**config.mk**
```make
export PLATFORM = sky130hd
export DESIGN_NAME = wb_copy_master_flat
export DESIGN_NICKNAME = d
export VERILOG_FILES = /design/src/rtl/wb_copy_master_if.sv /design/src/rtl/wb_copy_master.sv /design/src/flat_wrapper.sv
export SDC_FILE = /design/constraint.sdc
export NUM_CORES = 1
export LEC_CHECK = 0
export CAP_MARGIN = 20
export CORE_MARGIN = 5
export CORE_UTILIZATION = 30
export CTS_CLUSTER_DIAMETER = 150
export CTS_CLUSTER_SIZE = 28
export DETAILED_ROUTE_END_ITERATION = 10
export GPL_ROUTABILITY_DRIVEN = 0
export HOLD_SLACK_MARGIN = 0.1
export SLEW_MARGIN = 20
export SYNTH_ARGS = -nofsm -noshare
export SYNTH_HDL_FRONTEND = slang
export SYNTH_SLANG_ARGS = --single-unit
```
**constraint.sdc**
```tcl
create_clock -name wb_clk_i -period 7.6 [get_ports wb_clk_i]
set_input_delay 1.52 -clock wb_clk_i [delete_from_list [all_inputs] [get_ports wb_clk_i]]
set_output_delay 1.52 -clock wb_clk_i [all_outputs]
set_load 0.1 [all_outputs]
```
**src/rtl/wb_copy_master_if.sv**
```systemverilog
// Command handshake plus Wishbone classic bus bundle for wb_copy_master.
// The fill-mode command fields exist only when WB_COPY_FILL_EN is defined.
interface wb_copy_master_if;
    // Command handshake: a command transfers on a rising clock edge where
    // cmd_valid_i && cmd_ready_o; fields must be stable while cmd_valid_i is high.
    logic        cmd_valid_i;
    logic        cmd_ready_o;
    logic [29:0] cmd_src_i;
    logic [29:0] cmd_dst_i;
    logic [15:0] cmd_len_i;
`ifdef WB_COPY_FILL_EN
    logic        cmd_fill_i;
    logic [31:0] cmd_pattern_i;
`endif
    logic        busy_o;
    logic        done_o;
    logic        err_o;
    logic [29:0] wb_adr_o;
    logic [31:0] wb_dat_o;
    logic [31:0] wb_dat_i;
    logic        wb_we_o;
    logic [3:0]  wb_sel_o;
    logic        wb_stb_o;
    logic        wb_cyc_o;
    logic        wb_ack_i;

    modport master (
        input  cmd_valid_i, cmd_src_i, cmd_dst_i, cmd_len_i, wb_dat_i, wb_ack_i,
        output cmd_ready_o, busy_o, done_o, err_o,
               wb_adr_o, wb_dat_o, wb_we_o, wb_sel_o, wb_stb_o, wb_cyc_o
`ifdef WB_COPY_FILL_EN
        , input cmd_fill_i, cmd_pattern_i
`endif
    );

    modport slave (
        output cmd_valid_i, cmd_src_i, cmd_dst_i, cmd_len_i, wb_dat_i, wb_ack_i,
        input  cmd_ready_o, busy_o, done_o, err_o,
               wb_adr_o, wb_dat_o, wb_we_o, wb_sel_o, wb_stb_o, wb_cyc_o
`ifdef WB_COPY_FILL_EN
        , output cmd_fill_i, cmd_pattern_i
`endif
    );
endinterface

```
**src/rtl/wb_copy_master.sv**
```systemverilog
// Wishbone classic block copy engine: one read then one write per word.
// Optional fill mode (pattern writes only) is enabled by WB_COPY_FILL_EN.
module wb_copy_master #(
    parameter int unsigned TIMEOUT = 255
) (
    input  logic             wb_clk_i,
    input  logic             wb_rst_n_i,
    wb_copy_master_if.master bus,
    output logic [1:0]       dbg_state_o
);
    localparam int unsigned CW = (TIMEOUT > 0) ? $clog2(TIMEOUT + 1) : 1;

    typedef enum logic [1:0] {IDLE = 2'd0, RD = 2'd1, WR = 2'd2, FIN = 2'd3} state_t;

    state_t        state_q, state_d;
    logic [29:0]   src_q, src_d;
    logic [29:0]   dst_q, dst_d;
    logic [29:0]   adr_q, adr_d;
    logic [15:0]   rem_q, rem_d;
    logic [31:0]   dat_q, dat_d;
    logic [CW-1:0] cnt_q, cnt_d;
    logic          cyc_q, cyc_d;
    logic          we_q, we_d;
    logic          busy_q, busy_d;
    logic          done_q, done_d;
    logic          err_q, err_d;
    logic          fill_q, fill_d;
    logic          cmd_fill;
    logic [31:0]   cmd_pattern;
    logic          timed_out;

`ifdef WB_COPY_FILL_EN
    assign cmd_fill    = bus.cmd_fill_i;
    assign cmd_pattern = bus.cmd_pattern_i;
`else
    assign cmd_fill    = 1'b0;
    assign cmd_pattern = '0;
`endif

    // Abort on the edge that ends the TIMEOUT-th un-acked strobe cycle.
    assign timed_out = (TIMEOUT != 0) && (cnt_q == CW'(TIMEOUT - 1));

    always_comb begin
        state_d = state_q;
        src_d   = src_q;
        dst_d   = dst_q;
        adr_d   = adr_q;
        rem_d   = rem_q;
        dat_d   = dat_q;
        cnt_d   = cnt_q;
        cyc_d   = cyc_q;
        we_d    = we_q;
        busy_d  = busy_q;
        fill_d  = fill_q;
        done_d  = 1'b0;
        err_d   = 1'b0;
        unique case (state_q)
            IDLE: begin
                if (bus.cmd_valid_i) begin
                    src_d  = bus.cmd_src_i;
                    dst_d  = bus.cmd_dst_i;
                    rem_d  = bus.cmd_len_i;
                    fill_d = cmd_fill;
                    cnt_d  = '0;
                    busy_d = 1'b1;
                    if (bus.cmd_len_i == 16'd0) begin
                        state_d = FIN;
                        done_d  = 1'b1;
                    end else if (cmd_fill) begin
                        state_d = WR;
                        cyc_d   = 1'b1;
                        we_d    = 1'b1;
                        adr_d   = bus.cmd_dst_i;
                        dat_d   = cmd_pattern;
                    end else begin
                        state_d = RD;
                        cyc_d   = 1'b1;
                        we_d    = 1'b0;
                        adr_d   = bus.cmd_src_i;
                    end
                end
            end
            RD, WR: begin
                if (bus.wb_ack_i) begin
                    cnt_d = '0;
                    if (state_q == RD) begin
                        dat_d   = bus.wb_dat_i;
                        src_d   = src_q + 30'd1;
                        state_d = WR;
                        we_d    = 1'b1;
                        adr_d   = dst_q;
                    end else begin
                        dst_d = dst_q + 30'd1;
                        rem_d = rem_q - 16'd1;
                        if (rem_q == 16'd1) begin
                            state_d = FIN;
                            cyc_d   = 1'b0;
                            we_d    = 1'b0;
                            done_d  = 1'b1;
                        end else if (fill_q) begin
                            adr_d = dst_q + 30'd1;
                        end else begin
                            // src_q was already advanced on the read ack.
                            state_d = RD;
                            we_d    = 1'b0;
                            adr_d   = src_q;
                        end
                    end
                end else if (timed_out) begin
                    state_d = IDLE;
                    cyc_d   = 1'b0;
                    we_d    = 1'b0;
                    busy_d  = 1'b0;
                    err_d   = 1'b1;
                end else if (TIMEOUT != 0) begin
                    cnt_d = cnt_q + 1'b1;
                end
            end
            FIN: begin
                state_d = IDLE;
                busy_d  = 1'b0;
            end
            default: state_d = IDLE;
        endcase
    end

    always_ff @(posedge wb_clk_i or negedge wb_rst_n_i) begin
        if (!wb_rst_n_i) begin
            state_q <= IDLE;
            src_q   <= '0;
            dst_q   <= '0;
            adr_q   <= '0;
            rem_q   <= '0;
            dat_q   <= '0;
            cnt_q   <= '0;
            cyc_q   <= 1'b0;
            we_q    <= 1'b0;
            busy_q  <= 1'b0;
            done_q  <= 1'b0;
            err_q   <= 1'b0;
            fill_q  <= 1'b0;
        end else begin
            state_q <= state_d;
            src_q   <= src_d;
            dst_q   <= dst_d;
            adr_q   <= adr_d;
            rem_q   <= rem_d;
            dat_q   <= dat_d;
            cnt_q   <= cnt_d;
            cyc_q   <= cyc_d;
            we_q    <= we_d;
            busy_q  <= busy_d;
            done_q  <= done_d;
            err_q   <= err_d;
            fill_q  <= fill_d;
        end
    end

    // stb and cyc coincide: single accesses only, cyc held across the block.
    assign bus.cmd_ready_o = (state_q == IDLE);
    assign bus.busy_o      = busy_q;
    assign bus.done_o      = done_q;
    assign bus.err_o       = err_q;
    assign bus.wb_adr_o    = adr_q;
    assign bus.wb_dat_o    = dat_q;
    assign bus.wb_we_o     = we_q;
    assign bus.wb_sel_o    = 4'hF;
    assign bus.wb_stb_o    = cyc_q;
    assign bus.wb_cyc_o    = cyc_q;
    assign dbg_state_o     = state_q;
endmodule
```
**src/flat_wrapper.sv**
```systemverilog
// flat-port wrapper written by rule: the top's interface ports become plain ports
module wb_copy_master_flat 
#(
    parameter int unsigned TIMEOUT = 255
)
  (wb_clk_i, wb_rst_n_i, dbg_state_o, bus_cmd_valid_i, bus_cmd_src_i, bus_cmd_dst_i, bus_cmd_len_i, bus_wb_dat_i, bus_wb_ack_i, bus_cmd_ready_o, bus_busy_o, bus_done_o, bus_err_o, bus_wb_adr_o, bus_wb_dat_o, bus_wb_we_o, bus_wb_sel_o, bus_wb_stb_o, bus_wb_cyc_o);
  wb_copy_master_if bus_i ();
  input  logic wb_clk_i;
  input  logic wb_rst_n_i;
  output logic [1:0] dbg_state_o;
  input wire logic [$bits(bus_i.cmd_valid_i)-1:0] bus_cmd_valid_i;
  input wire logic [$bits(bus_i.cmd_src_i)-1:0] bus_cmd_src_i;
  input wire logic [$bits(bus_i.cmd_dst_i)-1:0] bus_cmd_dst_i;
  input wire logic [$bits(bus_i.cmd_len_i)-1:0] bus_cmd_len_i;
  input wire logic [$bits(bus_i.wb_dat_i)-1:0] bus_wb_dat_i;
  input wire logic [$bits(bus_i.wb_ack_i)-1:0] bus_wb_ack_i;
  output wire logic [$bits(bus_i.cmd_ready_o)-1:0] bus_cmd_ready_o;
  output wire logic [$bits(bus_i.busy_o)-1:0] bus_busy_o;
  output wire logic [$bits(bus_i.done_o)-1:0] bus_done_o;
  output wire logic [$bits(bus_i.err_o)-1:0] bus_err_o;
  output wire logic [$bits(bus_i.wb_adr_o)-1:0] bus_wb_adr_o;
  output wire logic [$bits(bus_i.wb_dat_o)-1:0] bus_wb_dat_o;
  output wire logic [$bits(bus_i.wb_we_o)-1:0] bus_wb_we_o;
  output wire logic [$bits(bus_i.wb_sel_o)-1:0] bus_wb_sel_o;
  output wire logic [$bits(bus_i.wb_stb_o)-1:0] bus_wb_stb_o;
  output wire logic [$bits(bus_i.wb_cyc_o)-1:0] bus_wb_cyc_o;
  assign bus_i.cmd_valid_i = bus_cmd_valid_i;
  assign bus_i.cmd_src_i = bus_cmd_src_i;
  assign bus_i.cmd_dst_i = bus_cmd_dst_i;
  assign bus_i.cmd_len_i = bus_cmd_len_i;
  assign bus_i.wb_dat_i = bus_wb_dat_i;
  assign bus_i.wb_ack_i = bus_wb_ack_i;
  assign bus_cmd_ready_o = bus_i.cmd_ready_o;
  assign bus_busy_o = bus_i.busy_o;
  assign bus_done_o = bus_i.done_o;
  assign bus_err_o = bus_i.err_o;
  assign bus_wb_adr_o = bus_i.wb_adr_o;
  assign bus_wb_dat_o = bus_i.wb_dat_o;
  assign bus_wb_we_o = bus_i.wb_we_o;
  assign bus_wb_sel_o = bus_i.wb_sel_o;
  assign bus_wb_stb_o = bus_i.wb_stb_o;
  assign bus_wb_cyc_o = bus_i.wb_cyc_o;
  wb_copy_master #(.TIMEOUT(TIMEOUT)) u_core (.wb_clk_i(wb_clk_i), .wb_rst_n_i(wb_rst_n_i), .bus(bus_i), .dbg_state_o(dbg_state_o));
endmodule
```
==> results.ini, run 1 <==
[run_status]
status=finished, final reports clean

[routing]
post_drt_wl_per_cell_microns=17.83
totalWireLength_microns=25910
first_iter_violations=518
vias=7651
drcViolationCount=0
ant_nets=0
drt-pass1-iter-count=5
vias_per_cell=5.266

[global_route]
met2_usage=0.2456
grt_pass1_wl_microns=41220
grt_max_degree=100
grt_antenna_before_repair=5
use_met3=0.04300
grt_use_met1=0.2131
grt_pass1_vias=7464
grt_busiest_layer=met2
overflow=0
grtUsageTotal=0.1550

[synth]
synth-seq-cells=153
synth_area_leaders=dfrtp_1 (44%), a21oi_1 (5.6%), mux2i_1 (5.4%), mux2_4 (5.2%), mux2_2 (4.5%)
synth_area_per_cell_sq_um=9.552
netlist_area_sq_um=8702
yosys.area.top_type_share=0.4400
synthArstFlopShare=1.000
synthDistinctLibCells=59
synth_ff_type=dfrtp_1
yosysWarnings=0
synth-edff-count=0
netlist_instances=911
synth_seq_area_share=0.4400
synth_top_area_cell=dfrtp_1

[floorplan]
pin_count=187
die_width_microns=180.3
chipHeight_microns=180.3
fp-row-count=62
die_area_sq_um=32510
start_util=0.3032
core_area_sq_um=28700

[setup_path]
cp.arrival_ns=4.51
required_ns=7.86
critical_path.max_stage_delay_ns=0.64
crit_fanout=46
crit_family=simple AND/OR/NAND/NOR gates
setup.worst_path.end_class=register
worstPathCellList=clkdlybuf4s50_1, nand2_2, a211oi_4, buf_4, nand2_1, o22ai_1, a21oi_1
critical_path_class=in -> reg
path_buf_inv=2
cpMaxStageDelayCell=nand2_1
r2r_slack_ns=3.71
critPathLaunchType=primary input

[placed_design]
hpwl_microns=18320
port_buffers=182

[timing]
finalCritPeriodShare=0.5593
hold_viol_final=0
period_needed_ns=4.251
rsz0062_at_grt=false
worst_slew_pin_slew_ns=1.018
clock_skew_ns=0.01745
hold_slack_ns=0.5087
fin_tns_setup_ns=0
max_slew_margin=0.3191
max_freq_mhz=235.3
slew_viol_final=0
setup_viol=0

[clock_network]
cts-htree-levels=4
numClockSinks=153
clk_latency_ns=0.44
cts_setup_buffers=0
cts_tree=yes
ctsLongestPathBuffers=2
cts_root_buf=clkbuf_16
cts_buffers=17
hold_buffers=0
clk_pin_slew_ns=0.08
cts_resized=0

[final_layout]
drive_gt1_frac=0.1141
antenna_cells=0
num-nets-final=1180
area_growth_pct=31.01
fillers=2888

[min_path]
hp-class=reg -> reg

[run]
drv_cap=0

-- through the flow --
step / worst slack, ns / cell area (sq um) / util / cells
final: 3.349 / 11400 / 0.3972 / 1453
after global routing: 3.061 / 11400 / 0.3972 / 1453
after CTS: 3.309 / 11400 / 0.3972 / 1453
after detailed placement: 2.875 / 10800 / 0.3763 / 1421
after global placement: 2.979 / 10800 / 0.3763 / 1421
after floorplan: 4.090 / 8713 / - / 914
-- placed cells by master (no fill, tap or decap), types with 5 or more instances in the layout --
cell type | netlist | routed
nor4_1 | 16 | 16
nand2_1 | 55 | 54
inv_1 | 11 | 11
nor3_1 | 19 | 19
a21oi_1 | 98 | 98
clkbuf_16 | 0 | 17
mux2_4 | 30 | 30
o21ai_0 | 41 | 41
ha_1 | 12 | 10
inv_6 | 0 | 6
nor2_1 | 74 | 74
xnor2_1 | 6 | 6
buf_4 | 5 | 5
a21o_1 | 6 | 6
mux2_2 | 35 | 35
mux2i_1 | 47 | 47
and2_1 | 5 | 5
a2bb2oi_1 | 10 | 10
o22ai_1 | 56 | 56
nand3_1 | 60 | 60
nand2b_1 | 10 | 10
dfrtp_1 | 153 | 153
and3_1 | 15 | 15
clkdlybuf4s50_1 | 0 | 181
nand4_1 | 22 | 22
or4_1 | 6 | 6
-- flip-flops by register name (all words and copies together) (netlist names) --
| signal | flops |
|---|---|
| u_core.rem_q | 16 |
| u_core.dbg_state_o | 2 |
| u_core.cnt_q | 8 |
| u_core.bus.done_o | 1 |
| u_core.bus.err_o | 1 |
| u_core.bus.wb_dat_o | 32 |
| u_core.bus.busy_o | 1 |
| u_core.dst_q | 30 |
| u_core.bus.wb_cyc_o | 1 |
| u_core.bus.wb_adr_o | 30 |
| u_core.src_q | 30 |
| u_core.bus.wb_we_o | 1 |
-- area by class of cell --
cell class                 count  area (sq um)  area share
inverter                      12         45.04    0.003951
timing repair buffer         187          1861      0.1632
clock inverter                14         161.4     0.01416
clock buffer                  18         439.2     0.03852
multi-input combinational    685          4586      0.4022
tap                          384         480.5     0.04214
sequential                   153          3829      0.3358
-- cells in the mapped netlist (4+ instances only) --
master / instances
ha_1: 12
o21ai_0: 41
nand2b_1: 10
xnor2_1: 6
buf_4: 5
mux2i_1: 47
nor3_1: 19
mux2_2: 35
or2_2: 4
buf_1: 4
nor4_1: 16
a41o_1: 4
or4_1: 6
a2bb2oi_1: 10
a21oi_1: 98
nand2_1: 55
o22ai_1: 56
dfrtp_1: 153
and3_1: 15
inv_1: 11
buf_2: 4
nor2_1: 74
nand4_1: 22
a21o_1: 6
and2_1: 5
nand3_1: 60
clkbuf_1: 47
mux2_4: 30
-- path summary, 6_finish.rpt --
kind | from | endpoint | cells after the start
setup / recovery | bus_wb_ack_i | u_core.src_q[22] | 7
hold / removal | u_core.bus.wb_dat_o[8] | u_core.bus.wb_dat_o[8] | 1
setup reg to reg | u_core.dbg_state_o[0] | u_core.dst_q[27] | 6
hold reg to reg | u_core.bus.wb_dat_o[8] | u_core.bus.wb_dat_o[8] | 1
max in group asynchronous | wb_rst_n_i | u_core.dst_q[23] | 2
min in group asynchronous | wb_rst_n_i | u_core.bus.wb_adr_o[7] | 1
-- metal layers --
metal  vias to the layer above  share of wire
met1                      3708           0.45
met3                        30          0.066
met5                         -         0.0024
li1                       3680              -
met4                        10          0.012
met2                       223           0.47
-- worst register-to-register path, stage by stage (launching register included) --
cell	delay, ns
dfrtp_1	0.43
inv_1	0.15
ha_4	0.96
clkinv_1	0.94
nand2_1	0.94
o22ai_1	0.19
a211oi_1	0.20
-- kinds of logic (layout without fill, tap and decap cells) --
family / count (synthesis) / after routing / share of synthesized area
buffers and inverters: 76 / 231 / 0.03824
DFF: 153 / 153 / 0.4400
xor gates and xnor gates: 6 / 6 / 0.006039
other: 1 / 4 / 0.0004309
and+or+nand+nor: 305 / 305 / 0.1769
adders and majority gates: 12 / 12 / 0.01725
AOI/OAI and AO/OA: 246 / 246 / 0.1701
muxes: 112 / 112 / 0.1511
Power of run 1 is not shown: default switching activity piles up to over one toggle a cycle in this logic, so the estimate is an artifact.
==> run 2, diff against run 1 <==
==> constraint.sdc (replaced) <==
create_clock -name wb_clk_i -period 3.9 [get_ports wb_clk_i]
set_input_delay 0.78 -clock wb_clk_i [delete_from_list [all_inputs] [get_ports wb_clk_i]]
set_output_delay 0.78 -clock wb_clk_i [all_outputs]
set_load 0.1 [all_outputs]
==> run 2 against run 1 <==
Compared with the run above:
- critical path depth shrank 6
- hold slack lost 0.13 ns
- non-clock buffer count grew 10
- design area grew 0.97%
- die area is the same
- global-route usage grew 0.42 points
- clock skew shrank 0.00055 ns
- setup slack lost 2.3 ns
- critical path type is now reg -> out
==> results.ini, run 2 (synthesis results as in run 1) <==
[final_layout]
final_cell_mix=clkdlybuf4s50_1 (180), dfrtp_1 (153), a21oi_1 (98), nor2_1 (74), nand3_1 (60)  ; was clkdlybuf4s50_1 (181), dfrtp_1 (153), a21oi_1 (98), nor2_1 (74), nand3_1 (60)
area_growth_pct=32.28  ; was 31.01%
largest_reg_flops=32  ; unchanged
num-nets-final=1190  ; was 1,180
drive_gt1_frac=0.1233  ; was 0.1141
final_common_cell=clkdlybuf4s50_1  ; unchanged
antenna_cells=0  ; unchanged

[timing]
max_slew_margin=0.3141  ; was 0.3191
clock_skew_ns=0.01690  ; was 0.01745 ns
hold_slack_ns=0.3770  ; was 0.5087 ns
fin_tns_setup_ns=0  ; unchanged
hold_viol_final=0  ; unchanged
finalCritPeriodShare=0.7354
rsz0062_at_grt=false  ; unchanged
setup_viol=0  ; unchanged
max_freq_mhz=348.7
fin_ws_ns=1.032  ; was 3.349 ns
period_needed_ns=2.868
worst_slew_pin_slew_ns=1.026  ; was 1.018 ns
slew_viol_final=0  ; unchanged

[routing]
wl_met2_microns=11970  ; was 12,150 microns
ant_nets=0  ; unchanged
totalWireLength_microns=26340  ; was 25,910 microns
first_iter_violations=522  ; was 518
drcViolationCount=0  ; unchanged
vias=7654  ; was 7,651
drt-pass1-iter-count=5  ; unchanged
post_drt_wl_per_cell_microns=18.00  ; was 17.83 microns
vias_per_cell=5.232  ; was 5.266
met3RoutedLength_microns=1797  ; was 1709 microns
wl_met1_microns=12090  ; was 11,670 microns
highest_layer=met5  ; unchanged

[global_route]
grt_pass1_wl_microns=42310  ; was 41,220 microns
overflow=0  ; unchanged
grtUsageTotal=0.1591  ; was 0.1550
grt_antenna_before_repair=5  ; unchanged
grt_max_degree=88  ; was 100
grt_pass1_vias=7537  ; was 7,464

[setup_path]
crit_family=buffers and inverters  ; was simple AND/OR/NAND/NOR gates
critPathLaunchType=register  ; was primary input
r2r-end=u_core.dst_q[27]  ; unchanged
timing.rr.start=u_core.dbg_state_o[1]  ; was u_core.dbg_state_o[0]
worstPathCellList=clkdlybuf4s50_1  ; was clkdlybuf4s50_1, nand2_2, a211oi_4, buf_4, nand2_1, o22ai_1, a21oi_1
reg2reg_depth=6  ; unchanged
critical_path_class=reg -> out  ; was in -> reg
cpMaxStageDelayCell=clkdlybuf4s50_1  ; was nand2_1
setup.worst_path.end_class=output port  ; was register
critical_path.max_stage_delay_ns=1.20  ; was 0.64 ns
required_ns=3.12  ; was 7.86 ns
path_buf_inv=1  ; was 2
cp.arrival_ns=2.09  ; was 4.51 ns
r2r_slack_ns=1.07  ; was 3.71 ns
crit_fanout=6  ; was 46

[clock_network]
cts-htree-levels=4  ; unchanged
clk_latency_ns=0.44  ; about the same
cts_tree=yes  ; unchanged
cts_root_buf=clkbuf_16  ; unchanged
cts_setup_buffers=0  ; unchanged
cts_buffers=17  ; unchanged
hold_buffers=0  ; unchanged
cts_resized=0  ; unchanged
ctsLongestPathBuffers=2  ; unchanged
numClockSinks=153  ; unchanged
clk_pin_slew_ns=0.07  ; was 0.08 ns

[run_status]
status=finished, final reports clean  ; unchanged

[run]
drv_cap=0  ; unchanged

[floorplan]
start_util=0.3032  ; unchanged
chipHeight_microns=180.3  ; unchanged
core_area_sq_um=28700  ; unchanged
pin_count=187  ; unchanged
fp-row-count=62  ; unchanged
die_area_sq_um=32510  ; unchanged
die_width_microns=180.3  ; unchanged

[min_path]
hp-class=in -> async  ; was reg -> reg

[placed_design]
hpwl_microns=18880  ; was 18,320 microns
port_buffers=182  ; unchanged
pre_cts_ws_ns=0.6595  ; was 2.875 ns

==> run 2: cell count changes in the layout (fill, tap and decap cells not counted), sizes merged <==
cell,before,now
inv,18,21
clkinvlp,2,0
clkdlybuf4s50,181,180
bufinv,2,3
clkinv,4,3
buf,6,17
clkbuf,18,17
==> run 2: worst max-delay path by stage <==
stage                           from                       to  slack [ns]  cells past startpoint
2_1_floorplan  u_core.dbg_state_o[0]         u_core.dst_q[10]        0.39                      8
3_3_place_gp        bus_cmd_len_i[1]  u_core.bus.wb_adr_o[14]        0.72                      7
3_5_place_dp        bus_cmd_len_i[1]   u_core.bus.wb_adr_o[4]        0.66                      7
4_1_cts        u_core.dbg_state_o[1]         u_core.dst_q[27]        1.01                      6
5_1_grt        u_core.dbg_state_o[1]         u_core.dst_q[27]        0.85                      6
6_report       u_core.dbg_state_o[1]           dbg_state_o[1]        1.03                      1
==> run 2: stage by stage <==
step,instances,instance area (sq um),util
floorplan,914,8713,-
global placement,1431,10890,0.3793
detailed placement,1431,10890,0.3793
CTS,1463,11510,0.4010
global route,1463,11510,0.4010
finish,1463,11510,0.4010
==> run 2: worst reg2reg max path: stages, from the launching register on <==
cell	delay [ns]
dfrtp_1	0.45
inv_1	0.13
ha_2	0.24
buf_4	0.31
or4_1	0.97
o41ai_1	0.49
a211oi_1	0.10
==> run 2: layout make-up <==
cell class              instances  area [sq um]
fillers                      2896         17190
multi-input cells             685          4586
flip-flops and latches        153          3829
repair buffers                197          1946
well taps                     384         480.5
clock buffers                  17         425.4
clock inverters                15         200.2
inverters                      12         45.04
==> run 2: layer usage <==
layer,up-vias,global-route usage
met3,37,0.04522
li1,3695,-
met1,3699,0.2225
met2,213,0.2435
met4,10,0.04144
met5,-,0
Power of run 2 is left out for the same reason.
